<file path="config.mk">
export PLATFORM = sky130hd
export DESIGN_NAME = bitwise_logic_unit_flat
export DESIGN_NICKNAME = d
export VERILOG_FILES = /design/src/rtl/bitwise_logic_pkg.sv /design/src/rtl/bitwise_logic_unit_if.sv /design/src/rtl/bitwise_logic_unit_logic_slice.sv /design/src/rtl/bitwise_logic_unit.sv /design/src/flat_wrapper.sv
export SDC_FILE = /design/constraint.sdc
export NUM_CORES = 1
export LEC_CHECK = 0
export BUFFER_PORTS_ARGS = -buffer_cell sky130_fd_sc_hd__buf_2
export CAP_MARGIN = 20
export CORE_ASPECT_RATIO = 0.9
export CORE_UTILIZATION = 35
export CTS_BUF_LIST = sky130_fd_sc_hd__clkbuf_16
export DETAILED_ROUTE_END_ITERATION = 8
export MAX_ROUTING_LAYER = met4
export PLACE_DENSITY = 0.58
export REMOVE_ABC_BUFFERS = 1
export SYNTH_ARGS = -nofsm -noshare
export SYNTH_HDL_FRONTEND = slang
export SYNTH_SLANG_ARGS = --single-unit
</file>
<file path="constraint.sdc">
create_clock -name clock -period 3.2 [get_ports clock]
set_clock_uncertainty 0.15 [all_clocks]
set_input_delay 0.16 -clock clock [delete_from_list [all_inputs] [get_ports clock]]
set_output_delay 0.16 -clock clock [all_outputs]
set_load 0.01 [all_outputs]
</file>
<file path="src/rtl/bitwise_logic_pkg.sv">
// Shared definitions for the bitwise logic unit.
//   op_e     : 2-bit operation encoding carried on the request bus
//   state_e  : sequencing states of the slice-serial datapath
//   cnt_width: width of the slice counter for a given slice count (min 1)
package bitwise_logic_pkg;

  typedef enum logic [1:0] {
    OP_AND = 2'b00,
    OP_OR  = 2'b01,
    OP_XOR = 2'b10,
    OP_NOR = 2'b11
  } op_e;

  typedef enum logic [1:0] {
    IDLE = 2'b00,
    RUN  = 2'b01,
    DONE = 2'b10
  } state_e;

  // A single-slice configuration still needs a 1-bit counter so that the
  // register and its comparisons stay well formed.
  function automatic int cnt_width(input int n);
    return (n > 1) ? $clog2(n) : 1;
  endfunction

endpackage

</file>
<file path="src/rtl/bitwise_logic_unit_if.sv">
// Request/response bus of the bitwise logic unit.
//   in_valid/in_ready  : request handshake, payload op/in1/in2
//   out_valid/out_ready: response handshake, payload result/zero
// modport master: the requester/consumer side
// modport slave : the unit itself
interface bitwise_logic_unit_if
  import bitwise_logic_pkg::*;
#(
  parameter int WIDTH = 32
) ();

  logic             in_valid;
  logic             in_ready;
  op_e              op;
  logic [WIDTH-1:0] in1;
  logic [WIDTH-1:0] in2;
  logic             out_valid;
  logic             out_ready;
  logic [WIDTH-1:0] result;
  logic             zero;

  modport master (
    output in_valid, op, in1, in2, out_ready,
    input  in_ready, out_valid, result, zero
  );

  modport slave (
    input  in_valid, op, in1, in2, out_ready,
    output in_ready, out_valid, result, zero
  );

endinterface

</file>
<file path="src/rtl/bitwise_logic_unit_logic_slice.sv">
// Combinational per-slice operator shared by every cycle of a RUN phase.
//   a, b : SLICE-bit operand slices
//   op   : operation select
//   y    : SLICE-bit result slice
module logic_slice
  import bitwise_logic_pkg::*;
#(
  parameter int SLICE = 8
) (
  input  logic [SLICE-1:0] a,
  input  logic [SLICE-1:0] b,
  input  op_e              op,
  output logic [SLICE-1:0] y
);

  always_comb begin
    y = '0;
    case (op)
      OP_AND:  y = a & b;
      OP_OR:   y = a | b;
      OP_XOR:  y = a ^ b;
      OP_NOR:  y = ~(a | b);
      default: y = '0;
    endcase
  end

endmodule

</file>
<file path="src/rtl/bitwise_logic_unit.sv">
// Slice-serial bitwise logic unit.
// A request is captured in IDLE, then one SLICE-wide chunk of the result is
// produced per cycle in RUN (slice 0 first), and the full result is offered
// in DONE until the consumer accepts it.
//   clock   : rising-edge clock
//   reset   : synchronous, active-high reset
//   bus     : slave side of bitwise_logic_unit_if (request + response)
// Parameters: WIDTH operand width, SLICE bits per cycle (WIDTH % SLICE == 0).
module bitwise_logic_unit
  import bitwise_logic_pkg::*;
#(
  parameter int WIDTH = 32,
  parameter int SLICE = 8
) (
  input  logic                 clock,
  input  logic                 reset,
  bitwise_logic_unit_if.slave  bus
);

  localparam int N  = (SLICE > 0) ? (WIDTH / SLICE) : 1;
  localparam int CW = cnt_width(N);
  localparam logic [CW-1:0] CNT_LAST = CW'(N - 1);

  generate
    if (SLICE <= 0) begin : g_bad_slice
      $error("bitwise_logic_unit: SLICE must be positive");
    end else if ((WIDTH % SLICE) != 0) begin : g_bad_ratio
      $error("bitwise_logic_unit: WIDTH must be a multiple of SLICE");
    end
  endgenerate

  state_e           state_reg,  state_next;
  logic [CW-1:0]    cnt_reg,    cnt_next;
  logic [WIDTH-1:0] a_reg,      a_next;
  logic [WIDTH-1:0] b_reg,      b_next;
  op_e              op_reg,     op_next;
  logic [WIDTH-1:0] result_reg, result_next;

  // Captured operands split into slices so the active one can be muxed by
  // the counter without a variable part-select.
  logic [SLICE-1:0] a_slices [N];
  logic [SLICE-1:0] b_slices [N];

  genvar gi;
  generate
    for (gi = 0; gi < N; gi++) begin : g_split
      assign a_slices[gi] = a_reg[gi*SLICE +: SLICE];
      assign b_slices[gi] = b_reg[gi*SLICE +: SLICE];
    end
  endgenerate

  logic [SLICE-1:0] slice_a;
  logic [SLICE-1:0] slice_b;
  logic [SLICE-1:0] slice_y;

  always_comb begin
    slice_a = '0;
    slice_b = '0;
    for (int i = 0; i < N; i++) begin
      if (cnt_reg == CW'(i)) begin
        slice_a = a_slices[i];
        slice_b = b_slices[i];
      end
    end
  end

  // One operator instance, reused for every slice over successive cycles.
  logic_slice #(
    .SLICE (SLICE)
  ) u_slice (
    .a  (slice_a),
    .b  (slice_b),
    .op (op_reg),
    .y  (slice_y)
  );

  always_comb begin
    state_next  = state_reg;
    cnt_next    = cnt_reg;
    a_next      = a_reg;
    b_next      = b_reg;
    op_next     = op_reg;
    result_next = result_reg;

    case (state_reg)
      IDLE: begin
        if (bus.in_valid) begin
          a_next     = bus.in1;
          b_next     = bus.in2;
          op_next    = bus.op;
          cnt_next   = '0;
          state_next = RUN;
        end
      end

      RUN: begin
        for (int i = 0; i < N; i++) begin
          if (cnt_reg == CW'(i)) begin
            result_next[i*SLICE +: SLICE] = slice_y;
          end
        end
        if (cnt_reg == CNT_LAST) begin
          cnt_next   = '0;
          state_next = DONE;
        end else begin
          cnt_next = cnt_reg + CW'(1);
        end
      end

      DONE: begin
        // Returning to IDLE (where in_ready rises) rather than accepting here
        // keeps the output handshake and the next acceptance in separate cycles.
        if (bus.out_ready) begin
          state_next = IDLE;
        end
      end

      default: begin
        state_next = IDLE;
      end
    endcase
  end

  always_ff @(posedge clock) begin
    if (reset) begin
      state_reg  <= IDLE;
      cnt_reg    <= '0;
      a_reg      <= '0;
      b_reg      <= '0;
      op_reg     <= OP_AND;
      result_reg <= '0;
    end else begin
      state_reg  <= state_next;
      cnt_reg    <= cnt_next;
      a_reg      <= a_next;
      b_reg      <= b_next;
      op_reg     <= op_next;
      result_reg <= result_next;
    end
  end

  assign bus.in_ready  = (state_reg == IDLE);
  assign bus.out_valid = (state_reg == DONE);
  assign bus.result    = result_reg;
  assign bus.zero      = (result_reg == '0);

endmodule

</file>
<file path="src/flat_wrapper.sv">
// flat-port wrapper written by rule: the top's interface ports become plain ports
module bitwise_logic_unit_flat import bitwise_logic_pkg::*;
#(
  parameter int WIDTH = 32,
  parameter int SLICE = 8
)
  (clock, reset, bus_in_valid, bus_op, bus_in1, bus_in2, bus_out_ready, bus_in_ready, bus_out_valid, bus_result, bus_zero);
  bitwise_logic_unit_if #(.WIDTH(WIDTH)) bus_i ();
  input  logic clock;
  input  logic reset;
  input wire logic [$bits(bus_i.in_valid)-1:0] bus_in_valid;
  input wire logic [$bits(bus_i.op)-1:0] bus_op;
  input wire logic [$bits(bus_i.in1)-1:0] bus_in1;
  input wire logic [$bits(bus_i.in2)-1:0] bus_in2;
  input wire logic [$bits(bus_i.out_ready)-1:0] bus_out_ready;
  output wire logic [$bits(bus_i.in_ready)-1:0] bus_in_ready;
  output wire logic [$bits(bus_i.out_valid)-1:0] bus_out_valid;
  output wire logic [$bits(bus_i.result)-1:0] bus_result;
  output wire logic [$bits(bus_i.zero)-1:0] bus_zero;
  assign bus_i.in_valid = bus_in_valid;
  assign bus_i.op = bus_op;
  assign bus_i.in1 = bus_in1;
  assign bus_i.in2 = bus_in2;
  assign bus_i.out_ready = bus_out_ready;
  assign bus_in_ready = bus_i.in_ready;
  assign bus_out_valid = bus_i.out_valid;
  assign bus_result = bus_i.result;
  assign bus_zero = bus_i.zero;
  bitwise_logic_unit #(.WIDTH(WIDTH), .SLICE(SLICE)) u_core (.clock(clock), .reset(reset), .bus(bus_i));
endmodule
</file>
## Word level (Yosys, flattened, before mapping)

Index checks and enable logic that the tools add are counted.

- Bits in registers: 102
- Output and inout port bits: 35
- Word-level logic and storage cells: 53

- Add/subtract/negate cells: 1
- Equal/unequal tests: 11
- Multiplexer cells: 16
- Bitwise gates (word level): 4
- Reduce and logical (&&, ||, !) cells: 12

Operators with widths:

| operator | count |
|---|---|
| two-way mux 8 bit | 8 |
| zero test 32 bit | 1 |
| case mux 8 bit (4 select lines) | 1 |
| AND reduction 2 bit | 6 |
| == test 2 bit (second input constant) | 5 |
| two-way mux 2 bit | 5 |
| bitwise AND 8 bit | 1 |
| NOT 8 bit | 1 |
| bitwise OR 8 bit | 1 |
| XOR 8 bit | 1 |
| == test 2 x 1 -> 1 bit (second input constant) | 3 |
| zero test 2 bit | 3 |
| case mux 2 bit (3 select lines) | 1 |
| != test 2 bit (second input constant) | 2 |
| case mux 2 bit (2 select lines) | 1 |
| AND reduction 3 bit | 1 |
| adder 2 x 1 -> 2 bit (second input constant) | 1 |
| != test 2 x 1 -> 1 bit (second input constant) | 1 |
| nonzero test 2 bit | 1 |

## Logic depth before layout (Yosys ltp)

- Depth in word-level cells: 8
- Depth in mapped cells: 11
- Mapped depth without buffers: 9

## By module

A second synthesis with hierarchy kept.

- Cell total of the unflattened synthesis: 567
- Area total of the unflattened synthesis: 4764.6 um2

Modules (own cells, without submodules):

| module | instances | cells each | area an instance (um2) | seq. area each (um2) |
|---|---|---|---|---|
| bitwise_logic_unit | 1 | 508 | 4237.8 | 2042.0 |
| logic_slice | 1 | 59 | 526.8 | 0.0 |

## Worst setup path before layout

No wires, ideal clock.

- Path type: register to register
- Start: reg u_core.cnt_reg[0]
- End: reg u_core.result_reg[13], in the netlist u_core.bus.result[13]
- Arrival time: 2158 ps
- Data required time: 2923 ps
- Slack: 765 ps
- Stages on the path, launching flop included: 12
- Buffers on the path: 2
- Clock period less this slack: 2435 ps
- Cell sequence: dfxtp_1 > inv_1 > ha_1 > buf_2 > clkbuf_1 > a21oi_1 > o21ai_0 > a22o_1 > ha_1 > mux2_2 > mux2i_1 > o21ai_0

- Cells in the longest elaborated chain, start to end: 8
- Elaborated cells on any way between the ends: 18

RTL lines:

| what | RTL line | text |
|---|---|---|
| start, declared | bitwise_logic_unit.sv:33 | `logic [CW-1:0] cnt_reg, cnt_next;` |
| start signal, assigned | bitwise_logic_unit.sv:134 | `cnt_reg <= cnt_next;` |
| zero test 2 bit | bitwise_logic_unit.sv:60 | `if (cnt_reg == CW'(i)) begin` |
| two-way mux 8 bit (4 in a row) | bitwise_logic_unit.sv:60 |  |
| bitwise OR 8 bit | bitwise_logic_unit_logic_slice.sv:20, bitwise_logic_unit_logic_slice.sv:22 |  |
| NOT 8 bit | bitwise_logic_unit_logic_slice.sv:22 | `OP_NOR: y = ~(a \| b);` |
| case mux 8 bit (4 select lines) | bitwise_logic_unit_logic_slice.sv:18 | `case (op)` |
| end signal, assigned | bitwise_logic_unit.sv:138 | `result_reg <= result_next;` |
| end, declared | bitwise_logic_unit.sv:37 | `logic [WIDTH-1:0] result_reg, result_next;` |

Parallel ways exist; a longest one is shown, timed or not.
A chain may end at the register's enable or synchronous reset.

## Worst setup path after layout

- Start: reg u_core.cnt_reg[0]
- End: reg u_core.result_reg[25], in the netlist u_core.bus.result[25]

The elaborated chain is that of the path after synthesis.

==> flow_metrics.tcl <==
set metrics [dict create \
    status "complete, no violations" \
    seqPwrFrac 0.464 \
    grt_first_pass_wirelength_mm 21.5 \
    yosysSeqAreaShare 0.412 \
    rsz0062_at_grt "false" \
    critPathLaunchType "flop" \
    drive_gt1_frac 0.196 \
    swShare 0.267 \
    netlist_area_um2 4950 \
    required_ns 3.27 \
    crit_arrival_ns 2.93 \
    io_pins 105 \
    crit_type "reg2reg" \
    yosys.area.top_type_share 0.412 \
    drt-initial-drc-count 277 \
    pwr-share-clk 0.383 \
    place_ws_ns 0.287 \
    synth_compound_area_frac 0.203 \
    num_vias 4696 \
    rows 40 \
    synth-simple-area-share 0.210 \
    whs_ns 0.191 \
    n_antenna_cell 0 \
    globalplace.congestion 0.878 \
    clk_latency_ns 0.35 \
    timing.final.crit_share 0.893 \
    max_cap_violations 0 \
    finalNetCount 842 \
    clk_pin_slew_ns 0.07 \
    ant_nets 0 \
    grt.met2_usage 0.310 \
    hold_class "in2reg" \
    cts_tree "yes" \
    num-fill-cells 1332 \
    r2r_setup_slack_ns 0.34 \
    finalSetupViolations 0 \
    htreeDepth 3 \
    ys_types 29 \
    intPower_mw 2.16 \
    instances_no_fill 946 \
    synth_top_family_by_area "simple AND/OR/NAND/NOR gates" \
    p_total_mw 2.95 \
    use_met1 0.246 \
    period_needed_ns 2.86 \
    placed_area_um2 5540 \
    drt_drc_violations_left 0 \
    postCtsSetupBuffers 0 \
    synth-edff-count 0 \
    dp_hpwl_mm 8.86 \
    drt-total-wl_mm 13.2 \
    met3_usage 0.0321 \
    synth-seq-cells 102 \
    cts-root-buf "clkbuf_16" \
    async_flop_share 0 \
    syn-instance-count 607 \
    slew_headroom 0.439 \
    numPortBuffers 104 \
    fin_area_um2 6530 \
    tightest_slew_ns 0.842 \
    final.setup.worst_slack_ns 0.344 \
    fmaxAchievable_mhz 350 \
    synth_area_leaders "dfxtp_1 41%, nand2_1 11%, a21oi_1 10%, ha_1 5.1%, nand3b_1 5.0%" \
    die_h_um 115 \
    die_area_um2 14600 \
    synthMuxAreaShare 0.0389 \
    drv_slew 0 \
    grt_max_degree 74 \
    pwr-share-comb 0.154 \
    fin_tns_setup_ns 0 \
    die_w_um 127 \
    coreArea_um2 13600 \
    routedWlPerCell_um 13.9 \
    clock_sinks 102 \
    clockBufferDepth 2 \
    via_per_inst 4.96 \
    antenna_found_initial 0 \
    grt.busiest_layer "met2" \
    cts_inserted_buffers 9 \
    ys.flop_type "dfxtp_1" \
    grt_usage 0.194 \
    synth_common_cells "148 x nand2_1, 102 x dfxtp_1, 101 x a21oi_1" \
    power_density_nw_per_um2 452 \
    drt_first_pass_iters 4 \
    hold_viol 0 \
    synthAdderAreaFrac 0.0505 \
    placed_cells 862 \
    crit_fanout 49 \
    synth-xor-area-share 0.0142 \
    leakage_nw 2.68 \
    ir_worst_vdd_mv 0.253 \
    yosys_warnings 0 \
    p_switching_mw 0.788 \
    postLayoutCoreUtil 0.481 \
    synth_top_area_cell "dfxtp_1" \
    start_util 0.365 \
    cp-end-kind "flop" \
    grt_overflow 0 \
    synth.avg_cell_area_um2 8.16 \
    grt_pass1_vias 4462 \
    yosysMostFrequentCell "nand2_1" \
    area_growth_syn_to_layout_pct 31.8 \
]
-- power by group through the flow --
stage	combinational (mW)	sequential [mW]	clock (mW)
2_1_floorplan	0.243	1.39	0
3_3_place_gp	0.383	1.40	0
3_5_place_dp	0.394	1.40	0
4_1_cts	0.458	1.37	1.15
5_1_grt	0.514	1.38	1.21
6_report	0.454	1.37	1.13
-- cell usage in the layout (no fill, tap or decap), types with 2 or more instances in the layout --
cell and instances:
a21oi_1 101, nand2b_1 2, a22oi_1 16, buf_2 104, or2_0 4, xnor2_1 8, buf_4 11, dfxtp_1 102
inv_6 3, nand3_1 2, mux2i_1 8, nand2_1 148, ha_1 19, clkinvlp_4 2, nand4_1 2, nand3b_4 4
o21ai_0 48, nor2_1 2, clkbuf_16 9, a22o_1 16, nor4_1 8, nand3b_1 33, mux2_2 8, inv_1 19
dlygate4sd3_1 68
-- layout make-up --
cell class	instances	area, um^2	area share
clock inverters	7	80.1	0.0123
inverters	19	71.3	0.0109
flip-flops and latches	102	2040	0.313
clock buffers	9	225	0.0345
well taps	189	236	0.0362
repair buffers	184	1300	0.200
multi-input cells	436	2570	0.393
-- worst paths after layout --
path / startpoint / to / cells past startpoint
worst max-delay path: u_core.cnt_reg[0]$_SDFFE_PP0P_ / u_core.bus.result[25]$_SDFFE_PP0P_ / 7
worst min-delay path: reset / u_core.op_reg[0]$_SDFFE_PP0P_ / 2
worst max register to register: u_core.cnt_reg[0]$_SDFFE_PP0P_ / u_core.bus.result[25]$_SDFFE_PP0P_ / 7
worst min register to register: u_core.b_reg[2]$_SDFFE_PP0P_ / u_core.b_reg[2]$_SDFFE_PP0P_ / 2
-- cells by family (layout without fill, tap and decap cells) --
family,Yosys count,after routing
AO/OA/AOI/OAI,181,181
XOR/XNOR,8,8
adder cells (fa/ha/maj),20,20
buffers and inverters,69,219
flip-flops,102,102
multiplexers,17,17
AND/OR/NAND/NOR,210,210
-- worst max-delay path, stage by stage, from the launching register on --
cell	delay, ns
dfxtp_1	0.40
ha_2	0.77
a21oi_1	0.13
a22oi_1	0.22
ha_1	0.26
mux2_2	0.27
mux2i_1	0.35
o21ai_0	0.17
-- layer usage --
layer / share of wire / wire length, um / up-vias
li1: - / - / 2368
met1: 0.48 / 6390 / 2192
met2: 0.45 / 5940 / 118
met3: 0.048 / 632 / 18
met4: 0.016 / 216 / 0
met5: 0 / 0 / -
-- repair_timing --
action | CTS | global route
gates resized for setup | 0 | 0
hold buffers | 68 | 0
endpoints found under the hold margin | 68 | 0
Note: power is estimated with default switching activity, not from simulation.
